File: config.mk
export PLATFORM = sky130hd
export DESIGN_NAME = ctrl_seq
export DESIGN_NICKNAME = d
export VERILOG_FILES = /design/src/rtl/ctrl_seq.sv
export SDC_FILE = /design/constraint.sdc
export NUM_CORES = 1
export LEC_CHECK = 0
export ABC_AREA = 0
export CAP_MARGIN = 20
export CORE_ASPECT_RATIO = 1.25
export CORE_UTILIZATION = 52
export DETAILED_ROUTE_END_ITERATION = 12
export HOLD_SLACK_MARGIN = 0.1
export PLACE_DENSITY_LB_ADDON = 0.05
export SETUP_SLACK_MARGIN = 0.02
export SLEW_MARGIN = 10
export SYNTH_ARGS = -nofsm -noshare
export SYNTH_HDL_FRONTEND = slang
export SYNTH_SLANG_ARGS = --single-unit
File: constraint.sdc
create_clock -name clock -period 3 [get_ports clock]
set_input_delay 0.45 -clock clock [delete_from_list [all_inputs] [get_ports clock]]
set_output_delay 0.45 -clock clock [all_outputs]
set_load 0.05 [all_outputs]
File: src/rtl/ctrl_seq.sv
// ctrl_seq: parametrised instruction-sequencing control FSM.
//
// Fetches an opcode word (and, for ALU/JMP, a parameter word) over the
// memory data bus and drives registered datapath control outputs.
// Instruction classes in d[W-1:W-2]:
//   00 NOP (d[W-3]=1 is HALT), 01 ALU, 10 JMP, 11 LDX.
//
// Ports:
//   clock, reset        : rising-edge clock, synchronous active-high reset
//   run, step           : run rising edge / step pulse leave HALT
//   bus_data_in         : memory read data (opcode or parameter word)
//   mem_op_done         : memory handshake completion
//   flag_carry/zero     : ALU flags used by conditional jumps
//   mem_ctrl_op .. mux_sel : registered datapath control outputs
//   halted, fault       : in HALT / sticky memory-timeout fault
//   instr_count         : retired-instruction counter
//
// Optional feature macro: CTRL_INSTR_COUNT_EN. When defined, instr_count
// counts retired instructions; otherwise the counter is not built and
// instr_count is tied to zero.
module ctrl_seq #(
  parameter int DATA_BUS_WIDTH = 8,
  parameter int REG_SEL_WIDTH  = 2,
  parameter int MEM_TIMEOUT    = 15,
  parameter int COUNT_WIDTH    = 16
) (
  input  logic                     clock,
  input  logic                     reset,
  input  logic                     run,
  input  logic                     step,
  output logic [1:0]               mem_ctrl_op,
  output logic [2:0]               addr_reg_op,
  output logic                     addr_sel,
  output logic [3:0]               alu_op,
  output logic                     reg_op,
  output logic [REG_SEL_WIDTH-1:0] reg_sel_in,
  output logic [REG_SEL_WIDTH-1:0] reg_sel_1,
  output logic [REG_SEL_WIDTH-1:0] reg_sel_2,
  output logic [1:0]               mux_sel,
  input  logic [DATA_BUS_WIDTH-1:0] bus_data_in,
  input  logic                     mem_op_done,
  input  logic                     flag_carry,
  input  logic                     flag_zero,
  output logic                     halted,
  output logic                     fault,
  output logic [COUNT_WIDTH-1:0]   instr_count
);

  localparam int W = DATA_BUS_WIDTH;
  localparam int R = REG_SEL_WIDTH;

  localparam logic [1:0] MEM_NOP   = 2'd0;
  localparam logic [1:0] MEM_READ  = 2'd1;
  localparam logic [1:0] MEM_WRITE = 2'd2;
  localparam logic [2:0] AR_NOP    = 3'b000;
  localparam logic [2:0] AR_INC    = 3'b011;
  localparam logic       SEL_PC    = 1'b0;
  localparam logic       SEL_MAR   = 1'b1;
  localparam logic [3:0] ALU_THR   = 4'd0;
  localparam logic       REG_NOP   = 1'b0;
  localparam logic       REG_WRITE = 1'b1;
  localparam logic [1:0] MUX_ALU   = 2'd0;
  localparam logic [1:0] MUX_MEM   = 2'd1;

  localparam logic [1:0] CLS_NOP = 2'b00;
  localparam logic [1:0] CLS_ALU = 2'b01;
  localparam logic [1:0] CLS_JMP = 2'b10;
  localparam logic [1:0] CLS_LDX = 2'b11;

  typedef enum logic [3:0] {
    S_HALT, S_FETCH, S_DECODE, S_ALU_OP, S_LDX_READ,
    S_LDX_WRITE, S_JMP_PARAM, S_INC_PC, S_FAULT
  } state_t;

  state_t         state, state_next;
  logic [W-3:0]   ir;
  logic           ir_load;
  logic           halt_pending, pend_next;
  logic           step_mode, step_next;
  logic           run_d;
  logic [7:0]     tcnt;

  logic [1:0]     mem_n;
  logic [2:0]     ar_n;
  logic           asel_n;
  logic [3:0]     alu_n;
  logic           rop_n;
  logic [R-1:0]   rin_n, rs1_n, rs2_n;
  logic [1:0]     mux_n;

  // Opcode-word fields are decoded straight off the bus in DECODE; later
  // states use the latched copy in ir (which also holds the jump addr_sel).
  logic [1:0] cls;
  logic       wait_state, timed_out, jmp_taken;

  assign cls        = bus_data_in[W-1:W-2];
  assign jmp_taken  = (!bus_data_in[W-3] | flag_carry) & (!bus_data_in[W-4] | flag_zero);
  assign wait_state = (state == S_DECODE) || (state == S_ALU_OP) || (state == S_LDX_READ) ||
                      (state == S_LDX_WRITE) || (state == S_JMP_PARAM);
  // A done arriving on the limit cycle wins over the timeout.
  assign timed_out  = wait_state && !mem_op_done && (tcnt == 8'(MEM_TIMEOUT));

  // State register plus all registered outputs and bookkeeping.
  always_ff @(posedge clock) begin
    if (reset) begin
      state        <= S_HALT;
      ir           <= '0;
      halt_pending <= 1'b0;
      step_mode    <= 1'b0;
      run_d        <= 1'b0;
      tcnt         <= '0;
      mem_ctrl_op  <= MEM_NOP;
      addr_reg_op  <= AR_NOP;
      addr_sel     <= SEL_PC;
      alu_op       <= ALU_THR;
      reg_op       <= REG_NOP;
      reg_sel_in   <= '0;
      reg_sel_1    <= '0;
      reg_sel_2    <= '0;
      mux_sel      <= MUX_ALU;
      halted       <= 1'b1;
      fault        <= 1'b0;
    end else begin
      state        <= state_next;
      halt_pending <= pend_next;
      step_mode    <= step_next;
      run_d        <= run;
      if (ir_load) ir <= bus_data_in[W-3:0];
      if (!wait_state || mem_op_done || state_next != state) tcnt <= '0;
      else tcnt <= tcnt + 8'd1;
      mem_ctrl_op  <= mem_n;
      addr_reg_op  <= ar_n;
      addr_sel     <= asel_n;
      alu_op       <= alu_n;
      reg_op       <= rop_n;
      reg_sel_in   <= rin_n;
      reg_sel_1    <= rs1_n;
      reg_sel_2    <= rs2_n;
      mux_sel      <= mux_n;
      halted       <= (state_next == S_HALT);
      fault        <= fault | (state_next == S_FAULT);
    end
  end

  // Next-state logic, including halt_pending / step_mode updates.
  always_comb begin
    state_next = state;
    pend_next  = halt_pending;
    step_next  = step_mode;
    ir_load    = 1'b0;
    case (state)
      S_HALT: begin
        if (step) begin
          state_next = S_FETCH;
          step_next  = 1'b1;
        end else if (run && !run_d) begin
          state_next = S_FETCH;
          step_next  = 1'b0;
        end
      end
      S_FETCH: state_next = S_DECODE;
      S_DECODE: begin
        if (timed_out) state_next = S_FAULT;
        else if (mem_op_done) begin
          ir_load = 1'b1;
          case (cls)
            CLS_NOP: begin
              state_next = S_INC_PC;
              if (bus_data_in[W-3]) pend_next = 1'b1;
            end
            CLS_ALU: state_next = S_ALU_OP;
            CLS_JMP: state_next = jmp_taken ? S_JMP_PARAM : S_INC_PC;
            default: state_next = bus_data_in[W-3] ? S_LDX_READ : S_LDX_WRITE;
          endcase
        end
      end
      S_ALU_OP, S_LDX_READ, S_LDX_WRITE, S_JMP_PARAM: begin
        if (timed_out) state_next = S_FAULT;
        else if (mem_op_done) state_next = S_INC_PC;
      end
      S_INC_PC: begin
        if (halt_pending || step_mode) begin
          state_next = S_HALT;
          pend_next  = 1'b0;
        end else if (!run) state_next = S_HALT;
        else state_next = S_FETCH;
      end
      S_FAULT: state_next = S_FAULT;
      default: state_next = S_HALT;
    endcase
  end

  // Output decision for this cycle; registered above so it appears next cycle.
  // A timeout cycle drives defaults so FAULT starts with quiet outputs.
  always_comb begin
    mem_n  = MEM_NOP;
    ar_n   = AR_NOP;
    asel_n = SEL_PC;
    alu_n  = ALU_THR;
    rop_n  = REG_NOP;
    rin_n  = '0;
    rs1_n  = '0;
    rs2_n  = '0;
    mux_n  = MUX_ALU;
    if (!timed_out) begin
      case (state)
        S_FETCH: begin
          mem_n = MEM_READ;
          mux_n = MUX_MEM;
        end
        S_DECODE: begin
          if (!mem_op_done) begin
            mem_n = MEM_READ;
            mux_n = MUX_MEM;
          end else begin
            case (cls)
              CLS_ALU: ar_n = AR_INC;
              CLS_JMP: if (jmp_taken) ar_n = AR_INC;
              CLS_LDX: begin
                asel_n = SEL_MAR;
                if (bus_data_in[W-3]) begin
                  mem_n = MEM_READ;
                  mux_n = MUX_MEM;
                end else begin
                  mem_n = MEM_WRITE;
                  rs1_n = bus_data_in[W-4 -: R];
                end
              end
              default: ;
            endcase
          end
        end
        S_ALU_OP: begin
          alu_n = ir[W-3:W-6];
          rs1_n = ir[W-7 -: R];
          if (mem_op_done) begin
            rop_n = REG_WRITE;
            rs2_n = bus_data_in[W-1 -: R];
            rin_n = bus_data_in[W-1-R -: R];
          end else begin
            mem_n = MEM_READ;
            mux_n = MUX_MEM;
          end
        end
        S_LDX_READ: begin
          mux_n = MUX_MEM;
          if (mem_op_done) begin
            rop_n = REG_WRITE;
            rin_n = ir[W-4 -: R];
          end else begin
            mem_n  = MEM_READ;
            asel_n = SEL_MAR;
          end
        end
        S_LDX_WRITE: begin
          if (!mem_op_done) begin
            mem_n  = MEM_WRITE;
            asel_n = SEL_MAR;
            rs1_n  = ir[W-4 -: R];
          end
        end
        S_JMP_PARAM: begin
          rs1_n = ir[W-5 -: R];
          if (mem_op_done) begin
            ar_n   = bus_data_in[W-1:W-3];
            asel_n = ir[W-5-R];
          end else begin
            mem_n = MEM_READ;
            mux_n = MUX_MEM;
          end
        end
        S_INC_PC: ar_n = AR_INC;
        default: ;
      endcase
    end
  end

`ifdef CTRL_INSTR_COUNT_EN
  logic [COUNT_WIDTH-1:0] count_q;

  // Retire one instruction per INC_PC pass; wraps naturally.
  always_ff @(posedge clock) begin
    if (reset) count_q <= '0;
    else if (state == S_INC_PC) count_q <= count_q + COUNT_WIDTH'(1);
  end

  assign instr_count = count_q;
`else
  assign instr_count = '0;
`endif

endmodule

Word-level counts from Yosys, hierarchy flattened
Index checks and enable logic that the tools add are counted.

word-level totals
  logic and storage cells = 128
  bits in registers = 42
  input port bits = 15

operators by class
  muxes and demuxes = 51
  eq/ne operators = 19
  reductions and logical operators = 33
  $add $sub $neg = 1
  bitwise logic cells = 7

operators by type and width
  operator             number
  $mux 2               12
  $mux 4               6
  $pmux 4 s6           1
  $mux 1               22
  $pmux 3 s3           2
  $eq 4x3->1 const B   4
  $pmux 2 s4           2
  $reduce_or 2->1      6
  $reduce_or 3->1      3
  $add 8x1->8 const B  1
  $eq 4x2->1 const B   2
  $eq 4x4->1 const B   2
  $eq 8x4->1 const B   1
  $logic_not 4->1      2
  $ne 2x2->1 const B   4
  $pmux 2 s2           2
  $reduce_or 4->1      2
  $logic_or 1x1->1     7
  $pmux 1 s3           2
  $reduce_and 6->1     1
  $logic_not 1->1      5
  $eq 2x2->1 const B   2
  $eq 4x1->1 const B   1
  $ne 4x4->1           1
  other kinds (11)     18

Logic depth before layout (Yosys ltp)
Gate-level depths: netlist of the first run.

  depth in word-level cells = 12
  depth in mapped cells = 7
  depth with buffers taken out = 7

Least setup slack after synthesis of the first run
OpenSTA, ideal clock, no wires.

  path kind = register to register
  from = register tcnt[0]
  to = register halted
  arrival = 1,537 ps
  clock period less this slack = 1,653 ps
  buffers on the path = 0
  required time = 2,884 ps
  setup time = 116 ps
  slack = 1,347 ps
  stages on the path, launching flop included = 7
  cells stage by stage = dfxtp_1 > ha_1 > and3_1 > nand2_1 > or3_1 > a21boi_1 > a41o_1

on the way
  cells in the longest elaborated chain, start to end = 5
  elaborated cells between the ends (all ways) = 6

RTL lines
  element                           RTL line  text
  start: declaration                81        logic [7:0] tcnt;
  start signal: assignment          130       else tcnt <= tcnt + 8'd1;
  $eq 8x4->1 (*)                    101       assign timed_out = wait_state && !mem_op_done && (tcnt == 8'(MEM_TIMEOUT));
  $logic_and 1x1->1 (*)             101
  $mux 4, on equally long branches  178, 163
  $pmux 4 s6 (*)                    151       case (state)
  $logic_not 4->1 (*)               140       halted <= (state_next == S_HALT);
  end signal: assignment            140
  end: declaration                  44        output logic halted,

Mark *: on every way between the ends. The rest lies on a longest branch, timed or not.
A chain may end at the register's enable or synchronous reset.

Worst setup path in the final report of the first run
  from = register state[1]
  to = register reg_sel_1[0]

on the way
  cells in the longest elaborated chain, start to end = 8
  elaborated cells between the ends (all ways) = 13

RTL lines
  element                          RTL line  text
  start: declaration               75        state_t state, state_next;
  start signal: assignment         124       state <= state_next;
  $eq 4x2->1                       98, 206
  $logic_or 1x1->1 (3 in series)   98        assign wait_state = (state == S_DECODE) || (state == S_ALU_OP) || (state == S_LDX_READ) ||
  $logic_or 1x1->1                 99        (state == S_LDX_WRITE) || (state == S_JMP_PARAM);
  $logic_and 1x1->1 (2 in series)  101
  $reduce_or 2->1 (no line)        n/a
  end signal: assignment           137       reg_sel_1 <= rs1_n;
  end: declaration                 37        output logic [REG_SEL_WIDTH-1:0] reg_sel_1,

Several ways; a longest one is shown, not always the timed one.

==> reports/metrics.cfg, run 1 <==
[finish]
finalNetCount = 279
antenna_cells = 0
area_growth_pct = 18.5
post-route-util = 0.647
layout-drive-gt1-share = 0.0927
nFillCells = 337

[power]
power_switching_mw = 0.408
power_density_nw_per_um2 = 527
seqPwrFrac = 0.475
p_comb_frac = 0.227
irDropWorstVdd_mv = 0.328
switching_share = 0.316
pwr-share-clk = 0.298
finalPower_mw = 1.29
total_leakage_power_nw = 0.997
power.internal_mw = 0.882

[timing]
final.setup.tns_ns = 0
fin_ws_ns = 0.926
fmax_ghz = 0.482
setup_viol = 0
skew_ns = 0.00501
grt_setup_unrepaired = no
final_hold_viol_count = 0
worstMarginPinSlew_ns = 0.813
whs_ns = 0.447
min_period_ns = 2.07
final-max-slew-violation-count = 0
relSlewSlack = 0.457
min_period_over_period = 0.691

[global_routing]
grt_pass1_wl_mm = 6.55
antenna_found_initial = 0
grt_pass1_vias = 1390
grt_overflow = 0
track_usage = 0.207
grt_max_degree = 21

[placed_design]
place_ws_ns = 0.810
gp_congestion = 0.879
port_buffers = 34
dp_hpwl_mm = 2.81

[yosys]
async_reset_ff_frac = 0
yosysSeqAreaShare = 0.397
ys_warn_count = 0
synth-seq-cells = 41
synth_top_area_frac = 0.397
ys.flop_type = dfxtp_1
syn_avg_cell_area_um2 = 9.19
synth.most_common_cell = dfxtp_1
synth_top_area_cell = dfxtp_1
synth-edff-count = 0
ys_top_cells_by_area = dfxtp_1 40%, buf_4 6.5%, nor2_1 5.1%
postSynthCellCount = 225
synth_cell_types = 56
synth_common_cells = 41 x dfxtp_1, 28 x nor2_1, 18 x buf_4, 16 x nand2_1, 10 x a21oi_1
syn_area_um2 = 2070

[clocking]
numCtsBuffers = 5
cts_sinks = 41
cts_hold_buffers = 0
cts_setup_buffers = 0
clkTransAtPathRegs_ns = 0.07
ctsResizeCount = 0
clk_latency_ns = 0.29
clock_path_buffers = 2
h-tree-depth = 2
clockRootBuffer = clkbuf_8
cts_tree = done

[worst_setup_path]
end_kind = register
slowest_delay_ns = 0.72
crit_type = reg2reg
critPathTopFamily = simple AND/OR/NAND/NOR gates
cp_slowest_cell = dfxtp_1
cp_cell_sequence = and3b_1 > nand2_8 > nor3b_4 > a222oi_1 > nor4_1
cp_max_fo = 17
path_buf_inv = 0
crit_arrival_ns = 2.27
required_ns = 3.19
startpoint_type = register

[floorplanning]
initial_core_util = 0.546
fp.dieW_um = 58.4
coreArea_um2 = 3780
fp.dieH_um = 72.5
dieArea_um2 = 4230
row_count = 25
num_io_pins = 52

[drt]
num_vias = 1595
routed_wirelength_mm = 3.80
wl_per_cell_um = 12.1
first_iter_violations = 62
drtPass1Iterations = 4
vias_per_cell = 5.10
ant_nets = 0
route.detailed.drc = 0

[flow_run]
max_cap_violations = 0

[min_path]
holdCritPathClass = reg2reg

[status]
status = completed

## registers in the layout (all words and copies together) (netlist names), 2 cells and up
register / cells
tcnt: 8
ir: 6
alu_op: 4
state: 4
addr_reg_op: 3
mem_ctrl_op: 2
reg_sel_1: 2
reg_sel_2: 2
reg_sel_in: 2
## cells by family (layout without fill, tap and decap cells)
group,after synthesis,count (layout),share of synthesized area
and+or+nand+nor,90,90,0.247
AOI/OAI and AO/OA,41,41,0.151
DFF,41,41,0.397
buffers and inverters,34,52,0.113
xor gates and xnor gates,7,7,0.0297
adders and majority gates,6,6,0.0363
muxes,5,5,0.0248
other,1,17,0.00181
## final timing paths
kind	to	slack, ns	cells after the start	startpoint
max reg2reg	reg_sel_1[0]$_SDFF_PP0_	0.93	5	state[1]$_SDFF_PP0_
min	tcnt[0]$_SDFF_PP0_	0.45	1	tcnt[0]$_SDFF_PP0_
min reg2reg	tcnt[0]$_SDFF_PP0_	0.45	1	tcnt[0]$_SDFF_PP0_
max	reg_sel_1[0]$_SDFF_PP0_	0.93	5	state[1]$_SDFF_PP0_
## power groups by stage
stage	combinational (mW)	clock [mW]	sequential, mW
after detailed placement	0.292	0	0.625
after global placement	0.290	0	0.626
after global routing	0.322	0.427	0.618
final	0.292	0.384	0.613
after floorplan	0.235	0	0.637
after CTS	0.293	0.394	0.612
## per-layer routing
metal | wire, um | global-route usage
met1 | 1720 | 0.264
met2 | 1850 | 0.327
met3 | 168 | 0.0695
met4 | 65 | 0.0714
met5 | 0 | 0
## cells in the final DEF, fill, tap and decap left out, types with 2 or more instances in the layout
master | Yosys | final
dfxtp_1 | 41 | 41
clkdlybuf4s50_1 | 0 | 34
nor2_1 | 28 | 28
conb_1 | 1 | 17
nand2_1 | 16 | 16
a21oi_1 | 10 | 10
inv_1 | 8 | 8
nand3_1 | 8 | 8
clkbuf_8 | 2 | 7
nor2b_1 | 6 | 6
a31oi_1 | 6 | 6
ha_1 | 6 | 6
and2_1 | 5 | 5
and3_1 | 4 | 4
mux2i_1 | 4 | 4
nand2b_1 | 4 | 4
nor4_1 | 4 | 4
xor2_1 | 4 | 4
xnor2_1 | 3 | 3
o21ai_0 | 3 | 3
a22oi_1 | 3 | 3
o31ai_1 | 2 | 2
and2b_2 | 2 | 2
a222oi_1 | 2 | 2
nor3_1 | 2 | 2
buf_4 | 18 | 2
## per-stage QoR
step	instance area (um^2)	instances
global placement	2350	305
finish	2450	313
CTS	2450	313
detailed placement	2350	305
global route	2450	313
floorplan	2130	241
## cell type report
cell class	count	area [um^2]	area share
Multi-Input combinational cell	166	1070	0.438
Inverter	8	30.0	0.0123
Tap cell	54	67.6	0.0276
Sequential cell	41	821	0.335
Clock inverter	1	5.00	0.00204
Timing Repair Buffer	36	355	0.145
Clock buffer	7	96.3	0.0393
No activity file was read; power rests on OpenSTA's default activity.
==> inputs of run 2 (changes only) <==
- CORE_UTILIZATION: 52 -> 49
- clock period: 3 -> 2.2 ns (I/O delays scaled with it)
==> run 2 against run 1 <==
  * Sequential share of layout area is 0.93 points lower
  * Cell area is 2.9% higher
  * First-iteration DRC count is 16% lower
  * Largest power group unchanged
==> reports/metrics.cfg, run 2 (synthesis gave the netlist of run 1 again) <==
[timing]
fin_ws_ns = 0.366  ; -0.559 ns
min_period_over_period = 0.833
setup_viol = 0  ; unchanged
skew_ns = 0.00249  ; -0.00252 ns
final-max-slew-violation-count = 0  ; unchanged
min_period_ns = 1.83
fmax_ghz = 0.545
final_hold_viol_count = 0  ; unchanged
worstMarginPinSlew_ns = 0.554  ; -0.260 ns
final.setup.tns_ns = 0  ; unchanged
grt_setup_unrepaired = no
relSlewSlack = 0.630  ; +0.173

[floorplanning]
initial_core_util = 0.508  ; -0.0378
fp.dieW_um = 60.1  ; +2.9%
dieArea_um2 = 4480  ; +5.9%
num_io_pins = 52  ; unchanged
row_count = 26  ; +4.0%
coreArea_um2 = 4070  ; +7.4%
fp.dieH_um = 74.6  ; +2.9%

[worst_setup_path]
crit_type = in2reg
crit_arrival_ns = 2.07  ; -0.20 ns
startpoint_type = primary input
reg2reg_depth = 6  ; +1
required_ns = 2.44  ; -0.75 ns
rrSetupSlack_ns = 0.40  ; -0.53 ns
r2r_end = halted$_SDFF_PP1_
reg2reg_from = tcnt[0]$_SDFF_PP0_
end_kind = register
cp_max_fo = 6  ; -11
crit_end = halted$_SDFF_PP1_
crit_start = bus_data_in[6]

[clocking]
cts_tree = done
cts_hold_buffers = 0  ; unchanged
clock_path_buffers = 2  ; unchanged
h-tree-depth = 2  ; unchanged
clkTransAtPathRegs_ns = 0.07  ; about the same
cts_setup_buffers = 0  ; unchanged
clockRootBuffer = clkbuf_8
numCtsBuffers = 5  ; unchanged
clk_latency_ns = 0.29  ; about the same
ctsResizeCount = 0  ; unchanged
cts_sinks = 41  ; unchanged

[finish]
top_regs = tcnt: 8 flops, ir: 6 flops
final_common_cell = dfxtp_1
finalNetCount = 286  ; +2.5%
antenna_cells = 0  ; unchanged
top_register = tcnt
layout-drive-gt1-share = 0.113  ; +0.0201
final_cell_mix = 41 x dfxtp_1, 34 x clkdlybuf4s50_1, 28 x nor2_1
largest_register_ffs = 8  ; unchanged
fin_area_um2 = 2520  ; +2.9%
area_growth_pct = 21.9
nFillCells = 384  ; +14%

[global_routing]
grt_pass1_wl_mm = 6.60  ; +0.84%
grt_overflow = 0  ; unchanged
grt_pass1_vias = 1430  ; +2.9%
track_usage = 0.199  ; -0.00827
grt_max_degree = 18  ; -14%
antenna_found_initial = 0  ; unchanged

[drt]
num_vias = 1616  ; +1.3%
ant_nets = 0  ; unchanged
routed_wirelength_mm = 4.11  ; +8.2%
drtPass1Iterations = 4  ; unchanged
first_iter_violations = 52  ; -16%
route.detailed.drc = 0  ; unchanged
vias_per_cell = 5.02  ; -1.5%
wl_per_cell_um = 12.8  ; +5.2%

[power]
power_density_nw_per_um2 = 740  ; +41%
finalPower_mw = 1.86  ; +45%
irDropWorstVdd_mv = 0.426  ; +30%
total_leakage_power_nw = 1.04  ; +4.0%

[min_path]
holdCritPathClass = reg2reg

[status]
status = completed

[placed_design]
place_ws_ns = 0.0987  ; -0.711 ns
gp_congestion = 0.875  ; -0.44%
dp_hpwl_mm = 3.06  ; +9.2%
place_area_um2 = 2400  ; +2.3%
port_buffers = 34  ; unchanged

[flow_run]
max_cap_violations = 0  ; unchanged

[run 2: routing by layer]
layer	global-route usage	wire length (um)	part of all wire	vias to the layer above
li1	-	-	-	818
met1	0.249	1860	0.45	743
met2	0.333	2030	0.49	51
met3	0.0515	172	0.042	4
met4	0.0620	44	0.011	0
met5	0	0	0	-
[run 2: cell type report]
class	count	area, um^2	area share
inverter	8	30.0	0.0119
tap	56	70.1	0.0278
clock buffer	7	86.3	0.0343
timing repair buffer	43	408	0.162
multi-input combinational	166	1070	0.426
clock inverter	1	30.0	0.0119
sequential	41	821	0.326
[run 2: worst min path at each step]
stage | startpoint | endpoint | cells past startpoint
2_1_floorplan | reset | step_mode$_SDFFE_PP0P_ | 1
3_3_place_gp | tcnt[0]$_SDFF_PP0_ | tcnt[0]$_SDFF_PP0_ | 1
3_5_place_dp | tcnt[0]$_SDFF_PP0_ | tcnt[0]$_SDFF_PP0_ | 1
4_1_cts | tcnt[0]$_SDFF_PP0_ | tcnt[0]$_SDFF_PP0_ | 1
5_1_grt | fault$_SDFF_PP0_ | fault$_SDFF_PP0_ | 2
6_report | tcnt[0]$_SDFF_PP0_ | tcnt[0]$_SDFF_PP0_ | 1
[run 2: report_power, final]
group,internal (mW),switching (mW)
clock network,0.370,0.241
registers,0.777,0.0467
logic,0.155,0.276
[run 2: worst max-delay path, stage by stage]
cell and delay (ns):
clkdlybuf4s50_1 0.59, inv_1 0.10, ha_1 0.22, o31ai_1 0.25, nand4b_1 0.14, a31oi_1 0.23, a41o_1 0.20
[run 2: stage by stage]
step           cells  hold WS [ns]   util
2_1_floorplan    241         0.399      -
3_3_place_gp     314         0.434  0.591
3_5_place_dp     314         0.441  0.591
4_1_cts          322         0.452  0.619
5_1_grt          322         0.479  0.619
6_report         322         0.445  0.619
==> inputs of run 3 (changes only) <==
- CORE_UTILIZATION: 49 -> 44
- clock period: 2.2 -> 1.65 ns (I/O delays scaled with it)
==> run 3 against run 2 <==
  * Clock skew increased by 0.0026 ns
  * Power grew 29%
  * Register-to-register slack worse by 0.38 ns
  * Die area grew 11%
  * Combinational power increased by 59%
  * Worst setup slack worse by 0.36 ns
  * Count of clock-buffer cells in the layout fell by 2
  * Non-clock buffer count increased by 22
==> reports/metrics.cfg, run 3 (synthesis gave the netlist of run 1 again) <==
[finish]
stdcell_count = 346  ; +7.5%
antenna_cells = 0  ; unchanged
nFillCells = 442  ; +15%
largest_register_ffs = 8  ; unchanged
top_register = tcnt
fin_area_um2 = 2710  ; +7.6%
area_growth_pct = 31.1
final_common_cell = buf_4
multiInputGateArea_um2 = 1140  ; +6.3%
post-route-util = 0.607  ; -0.0119
top_regs = tcnt: 8 flops, ir: 6 flops
seq_area_um2 = 828  ; +0.91%
layout-drive-gt1-share = 0.302  ; +0.189
finalNetCount = 308  ; +7.7%
final_cell_mix = 49 x buf_4, 35 x dfxtp_1, 28 x nor2_1

[placed_design]
dp_hpwl_mm = 3.34  ; +9.1%
dp_cells = 338  ; +7.6%
place_area_um2 = 2550  ; +6.0%
place_ws_ns = -0.299  ; -0.397 ns
port_buffers = 34  ; unchanged
gp_congestion = 0.844  ; -3.6%

[clocking]
clockRootBuffer = clkbuf_8
h-tree-depth = 2  ; unchanged
clkTransAtPathRegs_ns = 0.07  ; about the same
cts_tree = done
cts_setup_buffers = 0  ; unchanged
cts_hold_buffers = 0  ; unchanged
clock_path_buffers = 2  ; unchanged
clk_latency_ns = 0.29  ; about the same
cts_sinks = 41  ; unchanged
numCtsBuffers = 5  ; unchanged

[timing]
skew_ns = 0.00506  ; +0.00258 ns
min_period_ns = 1.64
grt_setup_unrepaired = yes
min_period_over_period = 0.996
final_hold_viol_count = 0  ; unchanged
fin_ws_ns = 0.00673  ; -0.360 ns
setup_viol = 0  ; unchanged
fmax_ghz = 0.609
final-max-slew-violation-count = 0  ; unchanged
relSlewSlack = 0.659  ; +0.0288
worstMarginPinSlew_ns = 0.506  ; -0.0471 ns

[min_path]
holdCritPathClass = in2reg
whs_endpoint = addr_reg_op[2]$_SDFF_PP0_
min_path_cells = 4  ; +3
min_from = bus_data_in[7]

[drt]
routed_wirelength_mm = 4.62  ; +12%
num_vias = 1706  ; +5.6%
route.detailed.drc = 0  ; unchanged
ant_nets = 0  ; unchanged
drtPass1Iterations = 4  ; unchanged
wl_per_cell_um = 13.3  ; +4.5%
first_iter_violations = 91  ; +75%
vias_per_cell = 4.93  ; -1.8%

[power]
power_density_nw_per_um2 = 890  ; +20%
power.internal_mw = 1.59  ; +22%
pwr-share-clk = 0.267  ; -0.060
seqPwrFrac = 0.449  ; +0.007
total_leakage_power_nw = 1.20  ; +16%
irDropWorstVdd_mv = 0.590  ; +38%
switching_share = 0.340  ; +0.0374
power_switching_mw = 0.819  ; +45%
p_comb_frac = 0.284  ; +0.053
finalPower_mw = 2.41  ; +29%

[global_routing]
grt_pass1_wl_mm = 7.46  ; +13%
antenna_found_initial = 0  ; unchanged
grt_max_degree = 18  ; unchanged
track_usage = 0.195  ; -0.00391
grt_pass1_vias = 1612  ; +13%
grt_overflow = 0  ; unchanged

[floorplanning]
fp.dieH_um = 78.6  ; +5.4%
num_io_pins = 52  ; unchanged
fp.dieW_um = 63.3  ; +5.4%
dieArea_um2 = 4980  ; +11%
coreArea_um2 = 4460  ; +9.7%
initial_core_util = 0.464  ; -0.0448
row_count = 27  ; +3.8%

[flow_run]
max_cap_violations = 0  ; unchanged

[worst_setup_path]
crit_type = in2reg
startpoint_type = primary input
r2r_end = halted$_SDFF_PP1_
crit_start = bus_data_in[6]
end_kind = register
rrSetupSlack_ns = 0.02  ; -0.38 ns
crit_arrival_ns = 1.88  ; -0.19 ns
cp_max_fo = 4  ; -2
reg2reg_depth = 5  ; -1
reg2reg_from = tcnt[7]$_SDFF_PP0_
required_ns = 1.89  ; -0.55 ns

[status]
status = completed

==> run 3: changes by cell type in the layout (fill, tap and decap cells not counted), moves of 2 or more <==
cell	previous run	this run
buf_12	0	2
dfxtp_2	0	6
a31oi_2	0	2
clkdlybuf4s50_1	34	13
dfxtp_1	41	35
clkinv_2	0	2
a31oi_1	6	4
buf_4	9	49
==> run 3: layout make-up <==
class                           instances  area share
Sequential cell                        41       0.306
Multi-Input combinational cell        166       0.421
Inverter                                8      0.0111
Timing Repair Buffer                   65       0.203
Tap cell                               58      0.0268
Clock inverter                          3     0.00647
Clock buffer                            5      0.0254
==> run 3: worst max-delay path, cell delays in order <==
cell             delay, ns
clkdlybuf4s50_1       0.53
inv_1                 0.08
ha_1                  0.24
o31ai_2               0.27
nand4b_1              0.15
a31oi_2               0.18
a41o_1                0.18
==> run 3: repair_timing <==
action,in CTS,in global routing
resized for setup,10,8
pin swaps,0,2
setup endpoints to repair,3,8
hold endpoints to repair,0,0
==> run 3: per-layer routing <==
metal / wire, um / global-route usage / vias up
met5: 0 / 0 / -
met4: 83 / 0.0682 / 0
met3: 208 / 0.0451 / 8
met2: 2240 / 0.328 / 51
met1: 2090 / 0.242 / 787
li1: - / - / 860
==> run 3: how the worst max path moves through the flow <==
stage / slack (ns) / depth (start not counted) / to
after global routing: -0.05 / 7 / halted$_SDFF_PP1_
after CTS: 0.02 / 7 / halted$_SDFF_PP1_
final: 0.007 / 7 / halted$_SDFF_PP1_
after detailed placement: -0.30 / 7 / halted$_SDFF_PP1_
after floorplan: 0.02 / 6 / halted$_SDFF_PP1_
after global placement: -0.25 / 7 / halted$_SDFF_PP1_
==> run 3: per-stage QoR <==
step                      setup TNS, ns  hold slack (ns)
after global routing            -0.0628            0.434
after detailed placement          -1.52            0.442
final                                 0            0.405
after CTS                             0            0.454
after floorplan                       0            0.317
after global placement            -1.68            0.434
==> run 3: power by group through the flow <==
stage          clock, mW  combinational [mW]  sequential, mW
6_report           0.644               0.684            1.08
5_1_grt            0.697               0.739            1.09
4_1_cts            0.652               0.668            1.08
3_5_place_dp           0               0.655            1.10
3_3_place_gp           0               0.653            1.10
2_1_floorplan          0               0.428            1.16
